## config.mk

```make
export PLATFORM = sky130hd
export DESIGN_NAME = avalon_ddr_port_arbiter_flat
export DESIGN_NICKNAME = d
export VERILOG_FILES = /design/src/rtl/avalon_ddr_port_arbiter_if.sv /design/src/rtl/avalon_ddr_port_arbiter.sv /design/src/flat_wrapper.sv
export SDC_FILE = /design/constraint.sdc
export NUM_CORES = 1
export LEC_CHECK = 0
export CAP_MARGIN = 20
export CORE_AREA = 2 2 344 346
export CTS_CLUSTER_SIZE = 8
export DETAILED_ROUTE_END_ITERATION = 7
export DIE_AREA = 0 0 346 348
export DONT_BUFFER_PORTS = 1
export SYNTH_ARGS = -nofsm -noshare
export SYNTH_HDL_FRONTEND = slang
export SYNTH_SLANG_ARGS = --single-unit
```

## constraint.sdc

```tcl
create_clock -name iCLK -period 5.9 [get_ports iCLK]
set_input_delay 0.59 -clock iCLK [delete_from_list [all_inputs] [get_ports iCLK]]
set_output_delay 0.59 -clock iCLK [all_outputs]
set_load 0.03 [all_outputs]
```

## src/rtl/avalon_ddr_port_arbiter_if.sv

```systemverilog
// Avalon-MM burst port bundle; used for both requester ports and the controller side.
interface avalon_ddr_port_arbiter_if #(
  parameter int unsigned ADDR_W = 26,
  parameter int unsigned DATA_W = 128
);
  logic [ADDR_W-1:0] address;
  logic [DATA_W-1:0] writedata;
  logic              read;
  logic              write;
  logic              burstbegin;
  logic [7:0]        size;
  logic              waitrequest;
  logic              readdatavalid;
  logic [DATA_W-1:0] readdata;

  // Command issuer: drives commands, receives stalls and return data.
  modport master (
    output address, writedata, read, write, burstbegin, size,
    input  waitrequest, readdatavalid, readdata
  );

  // Command receiver: accepts commands, returns stalls and data.
  modport slave (
    input  address, writedata, read, write, burstbegin, size,
    output waitrequest, readdatavalid, readdata
  );
endinterface

```

## src/rtl/avalon_ddr_port_arbiter.sv

```systemverilog
// Two-port round-robin, burst-locked arbiter in front of the DDR3 controller
// Avalon-MM port, with an in-order tag FIFO steering read returns.
module avalon_ddr_port_arbiter #(
  parameter int unsigned ADDR_W    = 26,
  parameter int unsigned DATA_W    = 128,
  parameter int unsigned TAG_DEPTH = 16
) (
  input  logic                       iCLK,
  input  logic                       iRST_n,
  avalon_ddr_port_arbiter_if.slave   m0,
  avalon_ddr_port_arbiter_if.slave   m1,
  avalon_ddr_port_arbiter_if.master  avl,
  output logic [$clog2(TAG_DEPTH):0] rd_outstanding,
  output logic                       arb_error
);

  localparam int unsigned PTR_W  = $clog2(TAG_DEPTH);
  localparam int unsigned CNT_W  = PTR_W + 1;
  localparam int unsigned SIZE_W = 8;

  typedef enum logic {ARB, XFER} state_t;

  typedef struct packed {
    logic              port;
    logic [SIZE_W-1:0] size;
  } tag_t;

  state_t            state;
  logic              gnt;
  logic              last_gnt;
  logic [SIZE_W-1:0] wbeat;
  logic [SIZE_W-1:0] rbeat;

  tag_t              tags [TAG_DEPTH];
  logic [PTR_W-1:0]  wr_ptr;
  logic [PTR_W-1:0]  rd_ptr;
  logic [CNT_W-1:0]  count;

  logic [ADDR_W-1:0] g_address;
  logic [DATA_W-1:0] g_writedata;
  logic              g_read;
  logic              g_write;
  logic              g_burstbegin;
  logic [SIZE_W-1:0] g_size;
  logic [SIZE_W-1:0] g_size_eff;

  logic              in_xfer;
  logic              full;
  logic              empty;
  logic              elig0;
  logic              elig1;
  logic              pick;
  logic              wr_acc;
  logic              rd_acc;
  logic              push;
  logic              pop;
  tag_t              head;

  // Select the granted requester's command signals.
  always_comb begin
    g_address    = m0.address;
    g_writedata  = m0.writedata;
    g_read       = m0.read;
    g_write      = m0.write;
    g_burstbegin = m0.burstbegin;
    g_size       = m0.size;
    if (gnt) begin
      g_address    = m1.address;
      g_writedata  = m1.writedata;
      g_read       = m1.read;
      g_write      = m1.write;
      g_burstbegin = m1.burstbegin;
      g_size       = m1.size;
    end
  end

  // A zero burst length is treated as a single beat.
  assign g_size_eff = (g_size == '0) ? SIZE_W'(1) : g_size;

  assign in_xfer = (state == XFER);
  assign full    = (count == CNT_W'(TAG_DEPTH));
  assign empty   = (count == '0);

  // Reads need a free tag slot; writes never stall on the FIFO.
  assign elig0 = m0.write | (m0.read & ~full);
  assign elig1 = m1.write | (m1.read & ~full);
  assign pick  = (elig0 & elig1) ? ~last_gnt : elig1;

  // Controller command path; write wins when a requester drives both.
  assign avl.address    = in_xfer ? g_address : '0;
  assign avl.writedata  = in_xfer ? g_writedata : '0;
  assign avl.read       = in_xfer & g_read & ~g_write;
  assign avl.write      = in_xfer & g_write;
  assign avl.burstbegin = in_xfer & g_burstbegin;
  assign avl.size       = in_xfer ? g_size : '0;

  assign m0.waitrequest = ~(in_xfer & ~gnt) | avl.waitrequest;
  assign m1.waitrequest = ~(in_xfer &  gnt) | avl.waitrequest;

  assign wr_acc = avl.write & ~avl.waitrequest;
  assign rd_acc = avl.read  & ~avl.waitrequest;

  // Return path: data fans out, valid follows the oldest outstanding tag.
  assign head             = tags[rd_ptr];
  assign push             = rd_acc;
  assign pop              = avl.readdatavalid & ~empty & (rbeat == head.size - SIZE_W'(1));
  assign m0.readdata      = avl.readdata;
  assign m1.readdata      = avl.readdata;
  assign m0.readdatavalid = avl.readdatavalid & ~empty & ~head.port;
  assign m1.readdatavalid = avl.readdatavalid & ~empty &  head.port;
  assign rd_outstanding   = count;

  // Grant FSM: arbitrate, then hold the grant for a write burst or one read command.
  always_ff @(posedge iCLK or negedge iRST_n) begin
    if (!iRST_n) begin
      state    <= ARB;
      gnt      <= 1'b0;
      last_gnt <= 1'b1;
      wbeat    <= '0;
    end else if (state == ARB) begin
      if (elig0 | elig1) begin
        gnt   <= pick;
        state <= XFER;
      end
    end else begin
      if (wr_acc) begin
        if (wbeat == g_size_eff - SIZE_W'(1)) begin
          wbeat    <= '0;
          last_gnt <= gnt;
          state    <= ARB;
        end else begin
          wbeat <= wbeat + SIZE_W'(1);
        end
      end else if (rd_acc) begin
        last_gnt <= gnt;
        state    <= ARB;
      end
    end
  end

  // Tag storage; validity is tracked by the pointers and count.
  always_ff @(posedge iCLK) begin
    if (push) begin
      tags[wr_ptr] <= '{port: gnt, size: g_size_eff};
    end
  end

  // Tag FIFO pointers, return beat counter and sticky orphan-return flag.
  always_ff @(posedge iCLK or negedge iRST_n) begin
    if (!iRST_n) begin
      wr_ptr    <= '0;
      rd_ptr    <= '0;
      count     <= '0;
      rbeat     <= '0;
      arb_error <= 1'b0;
    end else begin
      if (push) begin
        wr_ptr <= wr_ptr + PTR_W'(1);
      end
      if (avl.readdatavalid) begin
        if (empty) begin
          arb_error <= 1'b1;
        end else if (pop) begin
          rbeat  <= '0;
          rd_ptr <= rd_ptr + PTR_W'(1);
        end else begin
          rbeat <= rbeat + SIZE_W'(1);
        end
      end
      if (push & ~pop) begin
        count <= count + CNT_W'(1);
      end else if (pop & ~push) begin
        count <= count - CNT_W'(1);
      end
    end
  end

endmodule

```

## src/flat_wrapper.sv

```systemverilog
// flat-port wrapper written by rule: the top's interface ports become plain ports
module avalon_ddr_port_arbiter_flat 
#(
  parameter int unsigned ADDR_W    = 26,
  parameter int unsigned DATA_W    = 128,
  parameter int unsigned TAG_DEPTH = 16
)
  (iCLK, iRST_n, rd_outstanding, arb_error, m0_address, m0_writedata, m0_read, m0_write, m0_burstbegin, m0_size, m0_waitrequest, m0_readdatavalid, m0_readdata, m1_address, m1_writedata, m1_read, m1_write, m1_burstbegin, m1_size, m1_waitrequest, m1_readdatavalid, m1_readdata, avl_address, avl_writedata, avl_read, avl_write, avl_burstbegin, avl_size, avl_waitrequest, avl_readdatavalid, avl_readdata);
  avalon_ddr_port_arbiter_if #(.ADDR_W(ADDR_W), .DATA_W(DATA_W)) m0_i ();
  avalon_ddr_port_arbiter_if #(.ADDR_W(ADDR_W), .DATA_W(DATA_W)) m1_i ();
  avalon_ddr_port_arbiter_if #(.ADDR_W(ADDR_W), .DATA_W(DATA_W)) avl_i ();
  input  logic iCLK;
  input  logic iRST_n;
  output logic [$clog2(TAG_DEPTH):0] rd_outstanding;
  output logic arb_error;
  input wire logic [$bits(m0_i.address)-1:0] m0_address;
  input wire logic [$bits(m0_i.writedata)-1:0] m0_writedata;
  input wire logic [$bits(m0_i.read)-1:0] m0_read;
  input wire logic [$bits(m0_i.write)-1:0] m0_write;
  input wire logic [$bits(m0_i.burstbegin)-1:0] m0_burstbegin;
  input wire logic [$bits(m0_i.size)-1:0] m0_size;
  output wire logic [$bits(m0_i.waitrequest)-1:0] m0_waitrequest;
  output wire logic [$bits(m0_i.readdatavalid)-1:0] m0_readdatavalid;
  output wire logic [$bits(m0_i.readdata)-1:0] m0_readdata;
  input wire logic [$bits(m1_i.address)-1:0] m1_address;
  input wire logic [$bits(m1_i.writedata)-1:0] m1_writedata;
  input wire logic [$bits(m1_i.read)-1:0] m1_read;
  input wire logic [$bits(m1_i.write)-1:0] m1_write;
  input wire logic [$bits(m1_i.burstbegin)-1:0] m1_burstbegin;
  input wire logic [$bits(m1_i.size)-1:0] m1_size;
  output wire logic [$bits(m1_i.waitrequest)-1:0] m1_waitrequest;
  output wire logic [$bits(m1_i.readdatavalid)-1:0] m1_readdatavalid;
  output wire logic [$bits(m1_i.readdata)-1:0] m1_readdata;
  output wire logic [$bits(avl_i.address)-1:0] avl_address;
  output wire logic [$bits(avl_i.writedata)-1:0] avl_writedata;
  output wire logic [$bits(avl_i.read)-1:0] avl_read;
  output wire logic [$bits(avl_i.write)-1:0] avl_write;
  output wire logic [$bits(avl_i.burstbegin)-1:0] avl_burstbegin;
  output wire logic [$bits(avl_i.size)-1:0] avl_size;
  input wire logic [$bits(avl_i.waitrequest)-1:0] avl_waitrequest;
  input wire logic [$bits(avl_i.readdatavalid)-1:0] avl_readdatavalid;
  input wire logic [$bits(avl_i.readdata)-1:0] avl_readdata;
  assign m0_i.address = m0_address;
  assign m0_i.writedata = m0_writedata;
  assign m0_i.read = m0_read;
  assign m0_i.write = m0_write;
  assign m0_i.burstbegin = m0_burstbegin;
  assign m0_i.size = m0_size;
  assign m0_waitrequest = m0_i.waitrequest;
  assign m0_readdatavalid = m0_i.readdatavalid;
  assign m0_readdata = m0_i.readdata;
  assign m1_i.address = m1_address;
  assign m1_i.writedata = m1_writedata;
  assign m1_i.read = m1_read;
  assign m1_i.write = m1_write;
  assign m1_i.burstbegin = m1_burstbegin;
  assign m1_i.size = m1_size;
  assign m1_waitrequest = m1_i.waitrequest;
  assign m1_readdatavalid = m1_i.readdatavalid;
  assign m1_readdata = m1_i.readdata;
  assign avl_address = avl_i.address;
  assign avl_writedata = avl_i.writedata;
  assign avl_read = avl_i.read;
  assign avl_write = avl_i.write;
  assign avl_burstbegin = avl_i.burstbegin;
  assign avl_size = avl_i.size;
  assign avl_i.waitrequest = avl_waitrequest;
  assign avl_i.readdatavalid = avl_readdatavalid;
  assign avl_i.readdata = avl_readdata;
  avalon_ddr_port_arbiter #(.ADDR_W(ADDR_W), .DATA_W(DATA_W), .TAG_DEPTH(TAG_DEPTH)) u_core (.iCLK(iCLK), .iRST_n(iRST_n), .m0(m0_i), .m1(m1_i), .avl(avl_i), .rd_outstanding(rd_outstanding), .arb_error(arb_error));
endmodule
```

# Word-level counts from Yosys, hierarchy flattened
# Memories as Yosys holds them, arrays and structs flattened.
# Index checks and enable logic that the tools add are counted.
# W data, S select, Z words.
word_totals:
  register_bits: 33
  mem_bits_rw: 144
  inputBits: 462
  word_cells: 91
  out_inout_bits: 431
  mem_count: 1
classes:
  n_eq_ne: 4
  n_bitwise: 34
  add_sub_neg: 8
  muxes: 25
  reduce_logical: 10
mem_list:
  columns: ["name", "depth", "width", "rd", "rd_ports_with_merged_regs", "write_ports", "line_no", "source"]
  rows:
  - ["u_core.tags", 16, 9, 1, 0, 1, "avalon_ddr_port_arbiter.sv:34", "tag_t tags [TAG_DEPTH];"]
ops:
  columns: ["cell", "n"]
  rows:
  - ["$mux W128", 2]
  - ["$mux W26", 2]
  - ["$mux W8", 5]
  - ["$and A1 B1 Y1", 17]
  - ["$add A8 B1 Y8 const B", 2]
  - ["$eq A8 B8 Y1", 2]
  - ["$sub A8 B1 Y8 const B", 2]
  - ["$mux W1", 14]
  - ["$not A1 Y1", 12]
  - ["$mux W5", 2]
  - ["$add A4 B1 Y4 const B", 2]
  - ["$logic_not A8 Y1", 1]
  - ["$reduce_and A2 Y1", 4]
  - ["$reduce_and A3 Y1", 2]
  - ["$add A5 B1 Y5 const B", 1]
  - ["$eq A5 B5 Y1 const B", 1]
  - ["$logic_not A5 Y1", 1]
  - ["$or A1 B1 Y1", 5]
  - ["$sub A5 B1 Y5 const B", 1]
  - ["$reduce_bool A2 Y1", 2]
  - ["$ne A2 B2 Y1 const B", 1]

# Longest topological paths before layout
logic_depth:
  ltp_word: 8
  mapped_depth: 22

# Least setup slack after synthesis
# OpenSTA, ideal clock, no wires.
synth_path:
  kind: "reg2reg"
  start: "register u_core.rd_ptr[1]"
  end: "register u_core.count[4] (netlist: u_core.rd_outstanding[4])"
  slack_ns: 1.164
  arrival_ns: 4.598
  stages_incl_launch_ff: 23
  path_buffers: 4
  synth_period_minus_slack_ns: 4.736
  path_cell_list: "dfrtp_1 > buf_6 > buf_4 > buf_2 > clkbuf_1 > mux4_2 > a22oi_1 > and2_1 > ha_1 > xnor2_1 > nor2b_1 > mux2i_1 > or3_1 > o22ai_2 > nand4_2 > ha_1 > inv_1 > ha_1 > a21o_1 > a21oi_1 > xnor2_1 > nor2_1 > xor2_1"
synth_via:
  elab_chain_len: 7
  word_cells_on_any_way: 9
  classes_between: "1 x add/sub; 1 x eq/ne; 1 x mux; 4 x bitwise; 1 x reduce/logical; 1 x memory"
synth_lines:
  columns: ["element", "line_no", "source"]
  rows:
  - ["start: declaration", "avalon_ddr_port_arbiter.sv:36", "logic [PTR_W-1:0] rd_ptr;"]
  - ["start signal: assignment", "avalon_ddr_port_arbiter.sv:165", "rd_ptr <= rd_ptr + PTR_W'(1);"]
  - ["$mem_v2 Z16 W9 *", null, null]
  - ["$sub A8 B1 Y8 *", "avalon_ddr_port_arbiter.sv:106", "assign pop = avl.readdatavalid & ~empty & (rbeat == head.size - SIZE_W'(1));"]
  - ["$eq A8 B8 Y1 *", "avalon_ddr_port_arbiter.sv:106", null]
  - ["$and A1 B1 Y1 *", "avalon_ddr_port_arbiter.sv:106", null]
  - ["$not A1 Y1", "avalon_ddr_port_arbiter.sv:170", "if (push & ~pop) begin"]
  - ["$and A1 B1 Y1", "avalon_ddr_port_arbiter.sv:170", null]
  - ["$mux W5 or $reduce_bool A2 Y1 (tied branches)", null, null]
  - ["end signal: assignment", "avalon_ddr_port_arbiter.sv:171", "count <= count + CNT_W'(1);"]
  - ["end signal: assignment", "avalon_ddr_port_arbiter.sv:173", "count <= count - CNT_W'(1);"]
  - ["end: declaration", "avalon_ddr_port_arbiter.sv:37", "logic [CNT_W-1:0] count;"]
# Every way passes the cells marked *; elsewhere a longest branch is shown, timed or not.
# A chain may end at the register's enable or synchronous reset.

# Worst setup path in the final report
# Ends and elaborated chain as after synthesis.

==> impl_results.md <==
* EDFF count, synth at 144
* Clk buf depth at 2
* Skew-Pair Late Insertion Delay at 0.44 ns
* Total CTS buffers at 17
* Worst-path clk slew at 0.07 ns
* Pin count of the biggest net entering global routing at 132
* Crit Reg-Reg Startpoint: u_core.rd_ptr[1]$_DFFE_PN0P_
* Routed vias at 8,066
* Met2 wire length at 42.4 mm
* Hold depth at 1
* Path depth of the worst reg2reg path at 19
* Lkg Pwr at 4.57 nW
* Worst EP arrival at 5.17 ns
* Post-route minimum period at 4.87 ns
* Initial core utilization at 10.9%
* Type of the worst min-delay path: in -> reg
* Place WS at 1.03 ns
* R2r setup slk at 1.03 ns
* Met1 WL at 23.1 mm
* Power Total at 5.65 mW
* Final period util at 82.5%
* Syn Std Cell Area at 0.0128 mm2
* Max FO, Critical Path at 36
* Final cell count without fillers at 2,453
* Die Area at 0.120 mm2
* Initial antenna violation count at 122
* Ports at 893
* WL final at 81.6 mm
* Hold Path Sink: u_core.arb_error$_DFFE_PN0P_
* Clock root buffer: clkbuf_16
* Clock sinks at 177
* Post-CTS Setup Inserts at 0
* Worst hold start: avl_readdatavalid
* Seq pwr share at 31.5%
* Top layer reached by signal wires: met5
* Post-layout net count at 1,339
* Tightest Pin Transition at 1.22 ns
* Drt first pass iters at 5
* Pwr Density at 419 mW/mm2
* Crit start category: register
* DRC at 0
* Synth warn at 0
* Number of max-cap violations at 0
* CTS tree: done
* GPL Wtd Cong at 1.04
* Die height at 348 um
* First-pass GRT wire length at 97.7 mm
* Worst reg2reg endpoint: u_core.rd_outstanding[4]$_DFFE_PN0P_
* # port buffers at 0
* Congestion Overflow GR at 0
* H-tree depth at 4
* Clock skew at 0.00804 ns
* Number of global-route vias before repair at 7,727
* Max-slew violation total from the final report at 0
* Sw frac at 48.5%
* ANT nets after route at 0
* Syn_nets at 1,608
* Ys flop type: edfxtp_1
* Drt initial violations at 675
* Seq/Total Area, Yosys at 40.3%
* Fmax at 0.206 GHz
* Net Switching at 2.74 mW
* Post-synthesis register bit count at 177
* Most frequent cells in the layout: mux2i_1 (179), nor2b_1 (167), edfxtp_1 (144)
* Core area at 0.117 mm2
* Vias per inst at 3.29
* Relative slew slack at 18.6%
* GRT Util Overall at 13.0%
* Post-synth cell types at 66
* Setup WS post-layout at 1.03 ns
* Cell Rows at 126
* CTS resizes at 0
* Status: complete, no violations
* Crit Path Category: reg -> reg
* Critical Path RT at 6.21 ns
* Post-Syn Instances at 1,132
* Ys async rst share at 18.6%
* Routed wl met3 at 11.3 mm
* Share of cells above drive strength 1 at 13.5%
* Final hold vios at 0
* Inst Count DP at 2,376
* Combinational fraction of design power at 48.5%
* CP endpoint kind: register
* Area grow syn2layout at 5.59%
* RSZ-0062 raised after global routing: no
* Drt wl/cell at 33.3 um
* Internal at 2.91 mW
* Setup TNS at 0 ns
* Most common cell after layout, fill and taps aside: mux2i_1
* Die width at 346 um
* Syn avg cell area at 11.3 um2
* Maximum vdd ir drop at 0.000293 V
* Final setup viols at 0
* Clock share of power at 20.0%
* DP Wirelength at 71.8 mm
[routing by layer]
metal  track usage (%)  vias to the layer above
li1                  -                     3250
met1              10.7                     3721
met2              23.5                      832
met3              8.22                      245
met4              6.82                       18
met5             0.400                        -
[timing repair]
item | CTS | global route
hold buffers | 2 | 0
setup endpoints to repair | 0 | 0
hold endpoints to repair | 33 | 0
[area by class of cell]
| cell class | count | area (um2) |
|---|---|---|
| multi-input combinational | 624 | 5410 |
| inverter | 18 | 67.6 |
| clock inverter | 15 | 176 |
| timing repair buffer | 25 | 230 |
| clock buffer | 17 | 425 |
| fill | 13335 | 103000 |
| tap | 1536 | 1920 |
| sequential | 177 | 5160 |
| antenna | 41 | 103 |
[worst max path at each step]
stage	from	to	slack [ns]	depth (start not counted)
2_1_floorplan	u_core.rd_ptr[1]$_DFFE_PN0P_	u_core.rd_outstanding[4]$_DFFE_PN0P_	1.16	22
3_3_place_gp	u_core.rd_ptr[0]$_DFFE_PN0P_	u_core.rd_outstanding[4]$_DFFE_PN0P_	1.07	18
3_5_place_dp	u_core.rd_ptr[1]$_DFFE_PN0P_	u_core.rd_outstanding[4]$_DFFE_PN0P_	1.03	19
4_1_cts	u_core.rd_ptr[1]$_DFFE_PN0P_	u_core.rd_outstanding[4]$_DFFE_PN0P_	1.02	19
5_1_grt	u_core.rd_ptr[1]$_DFFE_PN0P_	u_core.rd_outstanding[4]$_DFFE_PN0P_	0.64	19
6_report	u_core.rd_ptr[1]$_DFFE_PN0P_	u_core.rd_outstanding[4]$_DFFE_PN0P_	1.03	19
[worst max-delay path: stages (launching register included)]
cell and delay, ns:
dfrtp_2 0.51, buf_4 0.54, mux4_2 0.40, a22oi_1 0.21
and2_1 0.16, ha_1 0.23, xnor2_1 0.14, nor2b_1 0.11
mux2i_1 0.11, or3_1 0.40, o22ai_2 0.29, nand4_2 0.22
ha_1 0.26, inv_1 0.14, ha_1 0.29, a21o_1 0.19
a21oi_1 0.17, xnor2_1 0.14, nor2_1 0.07, xor2_1 0.14
[cell usage after synthesis (all sizes together), types with 9 or more instances]
master,count,area share [%]
buf,279,16
mux2i,179,14
nor2b,167,8.2
edfxtp,144,34
mux4,36,6.6
clkbuf,34,1.0
dfrtp,32,6.3
nor2,29,0.85
nand2,25,0.73
xnor2,20,1.4
inv,17,0.50
o21ai,16,0.71
a21oi,13,0.60
ha,13,1.3
nand3,12,0.51
mux2,11,1.0
xor2,11,0.75
nor3,9,0.35
[sequential cells by signal, indices dropped and copies added, names as in the netlist]
register and flops:
u_core.arb_error 1, u_core.rbeat 8, u_core.tags 144, u_core.last_gnt 1, u_core.wbeat 8, u_core.gnt 1, u_core.rd_outstanding 5, u_core.rd_ptr 4
u_core.in_xfer 1, u_core.wr_ptr 4
[metrics by stage]
step | util, % | hold slack, ns | cell area [um2]
finish | 11.5 | 0.267 | 13500
global route | 11.5 | 0.254 | 13500
CTS | 11.4 | 0.248 | 13400
detailed placement | 10.9 | 0.296 | 12700
global placement | 10.9 | 0.296 | 12700
floorplan | - | 0.294 | 12800
[power groups by stage]
| stage | registers [mW] | logic [mW] | clock network, mW |
|---|---|---|---|
| floorplan | 1.69 | 2.58 | 0 |
| global placement | 1.81 | 2.73 | 0 |
| detailed placement | 1.81 | 2.74 | 0 |
| CTS | 1.78 | 2.75 | 1.16 |
| global route | 1.81 | 2.90 | 1.20 |
| finish | 1.78 | 2.74 | 1.13 |
[cells by family after synthesis]
family          count (synthesis)  synth area share [%]
buf+inv                       331                  17.5
flops                         177                  40.3
fa+ha+maj                      14                  1.43
simple gates                  288                  13.1
xor+xnor                       31                  2.18
compound gates                 65                  3.78
mux                           226                  21.7
Power figures use the tool's default switching activity.
